===== src/rtl/simple_dds_pkg.sv =====
// ============================================================================
//  Module      : simple_dds_pkg
//  Description : Definitions shared by simple_dds, its Wishbone initiator and
//                the benches. Holds the register map, the register reset
//                values and the initiator FSM state encoding.
//  Ports       : none (package)
//  Revision    : 1.0 - initial release
// ============================================================================
`default_nettype none

package simple_dds_pkg;

    // Register map of the simple_dds Wishbone slave
    localparam logic [15:0] REG_READY       = 16'd0;
    localparam logic [15:0] REG_ENABLE      = 16'd1;
    localparam logic [15:0] REG_DDS_SRC     = 16'd2;
    localparam logic [15:0] REG_TUNING_WORD = 16'd3;
    localparam logic [15:0] REG_GAIN_WORD   = 16'd4;
    localparam logic [15:0] REG_OFFSET_WORD = 16'd5;

    // Register reset values
    localparam logic [31:0] RST_READY       = 32'h0000_0000;
    localparam logic [31:0] RST_ENABLE      = 32'h0000_0000;
    localparam logic [31:0] RST_DDS_SRC     = 32'h0000_0000;
    localparam logic [31:0] RST_TUNING_WORD = 32'h0000_0000;
    localparam logic [31:0] RST_GAIN_WORD   = 32'h0000_0000;
    localparam logic [31:0] RST_OFFSET_WORD = 32'h0000_0000;

    // Wishbone initiator FSM
    typedef enum logic [1:0] {
        ST_IDLE = 2'd0,
        ST_BUS  = 2'd1,
        ST_RESP = 2'd2
    } wb_state_t;

endpackage

`default_nettype wire


===== src/rtl/simple_dds_wb_master_if.sv =====
// ============================================================================
//  Module      : simple_dds_wb_master_if
//  Description : Bundles the command port, the response port and the Wishbone
//                classic bus of simple_dds_wb_master.
//                  master : view of the initiator itself
//                  slave  : view of the host plus Wishbone slave around it
//  Signals     : cmd_valid_i/cmd_ready_o/cmd_we_i/cmd_addr_i/cmd_data_i,
//                rsp_valid_o/rsp_ready_i/rsp_data_o/rsp_err_o,
//                wb_cyc_o/wb_stb_o/wb_we_o/wb_addr_o/wb_dat_o/wb_dat_i/wb_ack_i
//  Revision    : 1.0 - initial release
// ============================================================================
`default_nettype none

interface simple_dds_wb_master_if #(
    parameter int DATA_WIDTH = 32,
    parameter int ADDR_WIDTH = 16
);
    // command port
    logic                  cmd_valid_i;
    logic                  cmd_ready_o;
    logic                  cmd_we_i;
    logic [ADDR_WIDTH-1:0] cmd_addr_i;
    logic [DATA_WIDTH-1:0] cmd_data_i;
    // response port
    logic                  rsp_valid_o;
    logic                  rsp_ready_i;
    logic [DATA_WIDTH-1:0] rsp_data_o;
    logic                  rsp_err_o;
    // Wishbone classic
    logic                  wb_cyc_o;
    logic                  wb_stb_o;
    logic                  wb_we_o;
    logic [ADDR_WIDTH-1:0] wb_addr_o;
    logic [DATA_WIDTH-1:0] wb_dat_o;
    logic [DATA_WIDTH-1:0] wb_dat_i;
    logic                  wb_ack_i;

    modport master (
        input  cmd_valid_i, cmd_we_i, cmd_addr_i, cmd_data_i, rsp_ready_i,
               wb_dat_i, wb_ack_i,
        output cmd_ready_o, rsp_valid_o, rsp_data_o, rsp_err_o,
               wb_cyc_o, wb_stb_o, wb_we_o, wb_addr_o, wb_dat_o
    );

    modport slave (
        output cmd_valid_i, cmd_we_i, cmd_addr_i, cmd_data_i, rsp_ready_i,
               wb_dat_i, wb_ack_i,
        input  cmd_ready_o, rsp_valid_o, rsp_data_o, rsp_err_o,
               wb_cyc_o, wb_stb_o, wb_we_o, wb_addr_o, wb_dat_o
    );

endinterface

`default_nettype wire


===== src/rtl/simple_dds_wb_timeout.sv =====
// ============================================================================
//  Module      : simple_dds_wb_timeout
//  Description : Ack-wait counter for simple_dds_wb_master. Built only when
//                SIMPLE_DDS_WB_TIMEOUT_EN is defined.
//  Ports       : clk     - clock
//                rst_n   - asynchronous active-low reset
//                clear   - restart count (bus cycle being launched)
//                enable  - count this cycle (bus cycle in progress)
//                expired - TIMEOUT_CYCLES enabled cycles have elapsed
//  Revision    : 1.0 - initial release
// ============================================================================
`default_nettype none

`ifdef SIMPLE_DDS_WB_TIMEOUT_EN
module simple_dds_wb_timeout #(
    parameter int TIMEOUT_CYCLES = 16
) (
    input  wire clk,
    input  wire rst_n,
    input  wire clear,
    input  wire enable,
    output wire expired
);
    localparam int CNT_W = (TIMEOUT_CYCLES > 2) ? $clog2(TIMEOUT_CYCLES) : 1;

    logic [CNT_W-1:0] r_count;

    always_ff @(posedge clk or negedge rst_n) begin
        if (!rst_n) begin
            r_count <= '0;
        end else if (clear) begin
            r_count <= '0;
        end else if (enable) begin
            r_count <= r_count + CNT_W'(1);
        end
    end

    // Expiry flags the edge that closes the TIMEOUT_CYCLES-th bus cycle
    assign expired = enable && (r_count == CNT_W'(TIMEOUT_CYCLES - 1));

endmodule
`endif

`default_nettype wire


===== src/rtl/simple_dds_wb_master.sv =====
// ============================================================================
//  Module      : simple_dds_wb_master
//  Description : Wishbone classic initiator for the simple_dds register file.
//                Takes one (we, addr, data) command on a valid/ready port,
//                runs one Wishbone cycle for it and returns read data plus an
//                error flag on a valid/ready response port.
//                Optional ack timeout: define SIMPLE_DDS_WB_TIMEOUT_EN.
//  Ports       : wb_clk_i   - clock, rising edge
//                wb_rst_n_i - asynchronous active-low reset
//                bus        - simple_dds_wb_master_if.master (command,
//                             response and Wishbone signals)
//  Revision    : 1.0 - initial release
// ============================================================================
`default_nettype none

module simple_dds_wb_master
    import simple_dds_pkg::*;
#(
    parameter int DATA_WIDTH     = 32,
    parameter int ADDR_WIDTH     = 16,
    parameter int TIMEOUT_CYCLES = 16
) (
    input  wire                    wb_clk_i,
    input  wire                    wb_rst_n_i,
    simple_dds_wb_master_if.master bus
);

    generate
        if (TIMEOUT_CYCLES < 2) begin : g_bad_timeout
            $error("simple_dds_wb_master: TIMEOUT_CYCLES must be >= 2");
        end
    endgenerate

    wb_state_t             r_state;
    logic                  r_cmd_ready;
    logic                  r_rsp_valid;
    logic [DATA_WIDTH-1:0] r_rsp_data;
    logic                  r_rsp_err;
    logic                  r_cyc;
    logic                  r_we;
    logic [ADDR_WIDTH-1:0] r_addr;
    logic [DATA_WIDTH-1:0] r_dat;

    wire w_accept   = r_cmd_ready && bus.cmd_valid_i;
    wire w_bus_busy = (r_state == ST_BUS);
    wire w_expired;

`ifdef SIMPLE_DDS_WB_TIMEOUT_EN
    simple_dds_wb_timeout #(
        .TIMEOUT_CYCLES (TIMEOUT_CYCLES)
    ) u_timeout (
        .clk     (wb_clk_i),
        .rst_n   (wb_rst_n_i),
        .clear   (w_accept),
        .enable  (w_bus_busy),
        .expired (w_expired)
    );
`else
    assign w_expired = 1'b0;
`endif

    always_ff @(posedge wb_clk_i or negedge wb_rst_n_i) begin
        if (!wb_rst_n_i) begin
            r_state     <= ST_IDLE;
            r_cmd_ready <= 1'b1;
            r_rsp_valid <= 1'b0;
            r_rsp_data  <= '0;
            r_rsp_err   <= 1'b0;
            r_cyc       <= 1'b0;
            r_we        <= 1'b0;
            r_addr      <= '0;
            r_dat       <= '0;
        end else begin
            case (r_state)
                ST_IDLE: begin
                    if (w_accept) begin
                        r_we        <= bus.cmd_we_i;
                        r_addr      <= bus.cmd_addr_i;
                        r_dat       <= bus.cmd_data_i;
                        r_cyc       <= 1'b1;
                        r_cmd_ready <= 1'b0;
                        r_state     <= ST_BUS;
                    end
                end
                ST_BUS: begin
                    // A real ack takes priority over a timeout on the same edge
                    if (bus.wb_ack_i) begin
                        r_rsp_data  <= r_we ? '0 : bus.wb_dat_i;
                        r_rsp_err   <= 1'b0;
                        r_cyc       <= 1'b0;
                        r_rsp_valid <= 1'b1;
                        r_state     <= ST_RESP;
                    end else if (w_expired) begin
                        r_rsp_data  <= '0;
                        r_rsp_err   <= 1'b1;
                        r_cyc       <= 1'b0;
                        r_rsp_valid <= 1'b1;
                        r_state     <= ST_RESP;
                    end
                end
                ST_RESP: begin
                    if (bus.rsp_ready_i) begin
                        r_rsp_valid <= 1'b0;
                        r_cmd_ready <= 1'b1;
                        r_state     <= ST_IDLE;
                    end
                end
                default: begin
                    r_state     <= ST_IDLE;
                    r_cmd_ready <= 1'b1;
                    r_rsp_valid <= 1'b0;
                    r_cyc       <= 1'b0;
                end
            endcase
        end
    end

    assign bus.cmd_ready_o = r_cmd_ready;
    assign bus.rsp_valid_o = r_rsp_valid;
    assign bus.rsp_data_o  = r_rsp_data;
    assign bus.rsp_err_o   = r_rsp_err;
    assign bus.wb_cyc_o    = r_cyc;
    assign bus.wb_stb_o    = r_cyc;
    assign bus.wb_we_o     = r_we;
    assign bus.wb_addr_o   = r_addr;
    assign bus.wb_dat_o    = r_dat;

endmodule

`default_nettype wire

===== src/flat_wrapper.sv =====
// flat-port wrapper written by rule: the top's interface ports become plain ports
module simple_dds_wb_master_flat import simple_dds_pkg::*;
#(
    parameter int DATA_WIDTH     = 32,
    parameter int ADDR_WIDTH     = 16,
    parameter int TIMEOUT_CYCLES = 16
)
  (wb_clk_i, wb_rst_n_i, bus_cmd_valid_i, bus_cmd_we_i, bus_cmd_addr_i, bus_cmd_data_i, bus_rsp_ready_i, bus_wb_dat_i, bus_wb_ack_i, bus_cmd_ready_o, bus_rsp_valid_o, bus_rsp_data_o, bus_rsp_err_o, bus_wb_cyc_o, bus_wb_stb_o, bus_wb_we_o, bus_wb_addr_o, bus_wb_dat_o);
  simple_dds_wb_master_if #(.DATA_WIDTH(DATA_WIDTH), .ADDR_WIDTH(ADDR_WIDTH)) bus_i ();
  input  wire wb_clk_i;
  input  wire wb_rst_n_i;
  input wire logic [$bits(bus_i.cmd_valid_i)-1:0] bus_cmd_valid_i;
  input wire logic [$bits(bus_i.cmd_we_i)-1:0] bus_cmd_we_i;
  input wire logic [$bits(bus_i.cmd_addr_i)-1:0] bus_cmd_addr_i;
  input wire logic [$bits(bus_i.cmd_data_i)-1:0] bus_cmd_data_i;
  input wire logic [$bits(bus_i.rsp_ready_i)-1:0] bus_rsp_ready_i;
  input wire logic [$bits(bus_i.wb_dat_i)-1:0] bus_wb_dat_i;
  input wire logic [$bits(bus_i.wb_ack_i)-1:0] bus_wb_ack_i;
  output wire logic [$bits(bus_i.cmd_ready_o)-1:0] bus_cmd_ready_o;
  output wire logic [$bits(bus_i.rsp_valid_o)-1:0] bus_rsp_valid_o;
  output wire logic [$bits(bus_i.rsp_data_o)-1:0] bus_rsp_data_o;
  output wire logic [$bits(bus_i.rsp_err_o)-1:0] bus_rsp_err_o;
  output wire logic [$bits(bus_i.wb_cyc_o)-1:0] bus_wb_cyc_o;
  output wire logic [$bits(bus_i.wb_stb_o)-1:0] bus_wb_stb_o;
  output wire logic [$bits(bus_i.wb_we_o)-1:0] bus_wb_we_o;
  output wire logic [$bits(bus_i.wb_addr_o)-1:0] bus_wb_addr_o;
  output wire logic [$bits(bus_i.wb_dat_o)-1:0] bus_wb_dat_o;
  assign bus_i.cmd_valid_i = bus_cmd_valid_i;
  assign bus_i.cmd_we_i = bus_cmd_we_i;
  assign bus_i.cmd_addr_i = bus_cmd_addr_i;
  assign bus_i.cmd_data_i = bus_cmd_data_i;
  assign bus_i.rsp_ready_i = bus_rsp_ready_i;
  assign bus_i.wb_dat_i = bus_wb_dat_i;
  assign bus_i.wb_ack_i = bus_wb_ack_i;
  assign bus_cmd_ready_o = bus_i.cmd_ready_o;
  assign bus_rsp_valid_o = bus_i.rsp_valid_o;
  assign bus_rsp_data_o = bus_i.rsp_data_o;
  assign bus_rsp_err_o = bus_i.rsp_err_o;
  assign bus_wb_cyc_o = bus_i.wb_cyc_o;
  assign bus_wb_stb_o = bus_i.wb_stb_o;
  assign bus_wb_we_o = bus_i.wb_we_o;
  assign bus_wb_addr_o = bus_i.wb_addr_o;
  assign bus_wb_dat_o = bus_i.wb_dat_o;
  simple_dds_wb_master #(.DATA_WIDTH(DATA_WIDTH), .ADDR_WIDTH(ADDR_WIDTH), .TIMEOUT_CYCLES(TIMEOUT_CYCLES)) u_core (.wb_clk_i(wb_clk_i), .wb_rst_n_i(wb_rst_n_i), .bus(bus_i));
endmodule

===== config.mk =====
export PLATFORM = sky130hd
export DESIGN_NAME = simple_dds_wb_master_flat
export DESIGN_NICKNAME = d
export VERILOG_FILES = /design/src/rtl/simple_dds_pkg.sv /design/src/rtl/simple_dds_wb_master_if.sv /design/src/rtl/simple_dds_wb_timeout.sv /design/src/rtl/simple_dds_wb_master.sv /design/src/flat_wrapper.sv
export SDC_FILE = /design/constraint.sdc
export NUM_CORES = 1
export LEC_CHECK = 0
export ABC_AREA = 1
export CORE_MARGIN = 2
export CORE_UTILIZATION = 38
export CTS_BUF_LIST = sky130_fd_sc_hd__clkbuf_8
export CTS_CLUSTER_DIAMETER = 40
export DETAILED_ROUTE_END_ITERATION = 6
export PLACE_DENSITY = 0.77
export SKIP_LAST_GASP = 1
export SLEW_MARGIN = 20
export SYNTH_ARGS = -nofsm -noshare
export SYNTH_HDL_FRONTEND = slang
export SYNTH_SLANG_ARGS = --single-unit

===== constraint.sdc =====
create_clock -name wb_clk_i -period 1.4 [get_ports wb_clk_i]
set_input_delay 0.14 -clock wb_clk_i [delete_from_list [all_inputs] [get_ports wb_clk_i]]
set_output_delay 0.14 -clock wb_clk_i [all_outputs]
set_load 0.03 [all_outputs]

==> results.rst, run 1 <==
.. list-table::
   :header-rows: 1

   * - Metric
     - Value
   * - Antenna-violating nets left
     - 0
   * - First-pass GRT wire length
     - 15600 um
   * - Worst setup EP type
     - register
   * - DR DRC count
     - 0
   * - H-tree depth
     - 3
   * - Crit path top cell by count
     - nand2_1
   * - Clock tree from TritonCTS
     - yes
   * - Area fraction of the dominant cell type after synthesis
     - a little over 60%
   * - Die footprint
     - about 9800 um^2
   * - Setup ws final
     - between 0.09 and 0.1 ns
   * - Post-route cell area
     - roughly 5400 um^2
   * - Period utilization
     - 93.4%
   * - Dpl hpwl
     - around 7000 um
   * - Post-place setup slack
     - -0.0116 ns
   * - Port bufs
     - between 150 and 200
   * - Sum of negative setup slack
     - 0 ns
   * - Via count of the first global-routing pass
     - between 3000 and 4000
   * - Number of warnings issued by yosys
     - 0
   * - Max capacitance violation total
     - 0
   * - Y dimension of the die
     - ~99 um
   * - Total placed cells including tap cells
     - 643
   * - Post-layout utilization of the core
     - 61.9%
   * - I/O pin cnt
     - roughly 170
   * - RD Place Congestion
     - 0.762
   * - Cells taking the most area after synthesis
     - dfrtp_1 (62%), nand2_1 (19%), nand3_1 (7.8%), o21ai_0 (4.8%), buf_2 (1.5%)
   * - Clock skew after layout
     - ~0.011 ns
   * - Clock-pin slew reported for the worst setup and hold paths after clock tree synthesis
     - 0.08 ns
   * - Yosys top cell by area
     - dfrtp_1
   * - Largest net degree at the start of global routing
     - 65
   * - Clk root buf
     - clkbuf_8
   * - Maximum operating frequency
     - around 760 MHz
   * - Detail-routed via count per cell
     - 4.77
   * - Hold Vio Cnt, Final
     - 0
   * - Mean instance size in the synthesized netlist
     - 8.95 um^2
   * - Syn-to-layout area delta
     - 57.8%
   * - Detailed-route wire length per cell
     - 14.2 um
   * - Required time reported for the critical path endpoint
     - approximately 1.7 ns
   * - Most frequent standard cell in the layout excluding fill and tap cells
     - nand2_1
   * - Post-Layout Cell Count
     - between 600 and 700
   * - Finish-stage setup viols
     - 0
   * - Cell area after technology mapping
     - 3420 um^2
   * - Worst-path fanout max
     - 23
   * - Static power due to leakage
     - about 3.1 nW
   * - Sequential element share of the synthesized area
     - between 60% and 70%
   * - Cell area power density
     - ~840 nW/um^2
   * - Final-report max-slew violation count
     - 0
   * - Slowest cell delay on critical path
     - 0.45 ns
   * - Total global routing track utilization
     - 19.9%
   * - Number of DRC violations after detailed-routing iteration 0
     - between 90 and 100
   * - Arrival time at the worst endpoint
     - around 1.6 ns
   * - Synthesized instance count
     - 382
   * - Post-detailed-placement cell area
     - 5270 um^2
   * - Share of final-layout standard cells stronger than drive strength 1
     - roughly 5.6%
   * - Antenna Cells
     - 0
   * - Nets in the synthesized netlist
     - around 470
   * - Maximum root-to-sink buffer count
     - 2
   * - Crit path kind
     - register to register
   * - Overflow after GRT
     - 0
   * - Cells along the critical path
     - nor2_4, nand2_2, nand2_1, buf_6, nand2_1, nand2_1
   * - Count of clock tree sinks
     - 86
   * - Number of vias in the routed layout
     - approximately 3200
   * - Maximum vdd ir drop
     - about 0.50 mV
   * - Most frequent cells in the layout
     - nand2_1 (175), dfrtp_1 (85), clkdlybuf4s50_1 (84), dlygate4sd2_1 (84), nand3_1 (52)
   * - CORE AREA
     - a little under 9000 um^2
   * - Synthesis-stage register bit count
     - 86
   * - Initial Utilization
     - roughly 40%
   * - Std cell rows
     - 34
   * - Clock latency of the later-clocked register in the worst-skew pair
     - between 0.3 and 0.4 ns
   * - Width of the die
     - 98.9 um
   * - Min-Delay Path Class
     - input pin to asynchronous set/reset pin
   * - Distinct cell type count after synthesis
     - 13
   * - Critical path startpoint category
     - register
   * - Slowest-stage cell, CP
     - dfrtp_1
   * - Result of the run
     - finished, final reports clean
   * - Antenna violations before repair
     - 0
   * - Count of nets after finishing
     - 634
   * - Detailed-routing iteration count for the pre-antenna-repair pass
     - 4
   * - Wirelength, routed
     - between 9000 and 10000 um
   * - Setup repair after global routing missed its margin
     - yes
   * - Minimum clock period after layout
     - approximately 1.3 ns
   * - TritonCTS buffer count
     - 9
-- worst paths after layout --
kind                                    startpoint                        to  slack (ns)  cells past startpoint
max                              u_core.r_state[1]  u_core.bus.wb_addr_o[11]        0.09                      6
min                                     wb_rst_n_i  u_core.bus.rsp_data_o[6]        0.21                      2
max reg2reg                      u_core.r_state[1]  u_core.bus.wb_addr_o[11]        0.09                      6
min reg2reg                u_core.bus.wb_dat_o[15]   u_core.bus.wb_dat_o[15]        0.47                      2
max in group asynchronous               wb_rst_n_i   u_core.bus.wb_addr_o[8]        0.71                      3
min in group wb_clk_i           bus_cmd_data_i[21]   u_core.bus.wb_dat_o[21]        0.35                      3
-- logic make-up (layout without fill, tap and decap cells) --
kind of cell | Yosys count | count (layout) | synth area share (%)
and+or+nand+nor | 231 | 231 | 27.7
DFF | 86 | 86 | 62.9
other | 1 | 1 | 0.110
buffers and inverters | 31 | 202 | 4.43
AOI/OAI and AO/OA | 33 | 33 | 4.83
-- metrics by stage --
step / total power, W / hold slack (ns)
after global routing: 0.00475 / 0.210
after floorplan: 0.00256 / -0.156
after global placement: 0.00286 / 0.0346
after CTS: 0.00460 / 0.210
after detailed placement: 0.00287 / 0.0396
final: 0.00454 / 0.213
-- worst max-delay path, delay by kind of cell (launching register included) --
kind                   cells  cell delay, ns
flip-flops                 1            0.45
AND/OR/NAND/NOR            5            0.57
buffers and inverters      1            0.22
-- area by class of cell --
| class | count | area, um^2 |
|---|---|---|
| inverters | 4 | 15.0 |
| clock inverters | 5 | 50.0 |
| flip-flops and latches | 86 | 2150 |
| fillers | 770 | 3320 |
| clock buffers | 11 | 151 |
| multi-input cells | 265 | 1120 |
| repair buffers | 182 | 1770 |
| well taps | 108 | 135 |
-- flip-flops by register name, summed over array words and instances, names as in the netlist --
register,count
u_core.bus.wb_dat_o,32
u_core.r_state,2
u_core.bus.wb_we_o,1
u_core.bus.wb_addr_o,16
u_core.bus.wb_cyc_o,1
u_core.bus.rsp_data_o,32
u_core.bus.cmd_ready_o,1
u_core.bus.rsp_valid_o,1
-- repair_timing --
| action | in CTS | in global routing |
|---|---|---|
| pin swaps | 0 | 0 |
| buffers inserted | 0 | 1 |
| endpoints found under the setup margin | 84 | 45 |
| hold buffers | 1 | 0 |
| hold endpoints to repair | 86 | 0 |
| gates resized for setup | 84 | 3 |
-- synth_stat cells --
| cell | count |
|---|---|
| nand2_2 | 1 |
| dfrtp_1 | 85 |
| conb_1 | 1 |
| o21ai_0 | 33 |
| nand2_1 | 175 |
| nand3b_1 | 1 |
| inv_1 | 4 |
| buf_2 | 10 |
| dfstp_2 | 1 |
| buf_4 | 6 |
| nand3_1 | 53 |
| clkbuf_1 | 11 |
| nor2_4 | 1 |
-- routing by layer --
metal  part of all wire (%)  GRT usage (%)
met3                    8.9           6.88
met2                     47           32.4
met1                     43           25.4
met4                    1.3           5.69
met5                      0              0
-- power breakdown --
part	switching [W]	internal, W
combinational	0.000102	0.000231
sequential	0	0.00248
clock	0.000817	0.000908
total	0.000920	0.00362
(Power assumes the default switching activity.)
==> run 2, diff against run 1 <==
ABC_CLOCK_PERIOD_IN_PS = 1400   (was not set)
==> results of run 2 <==
Final layout, timing and power as in run 1 (identical DEF).
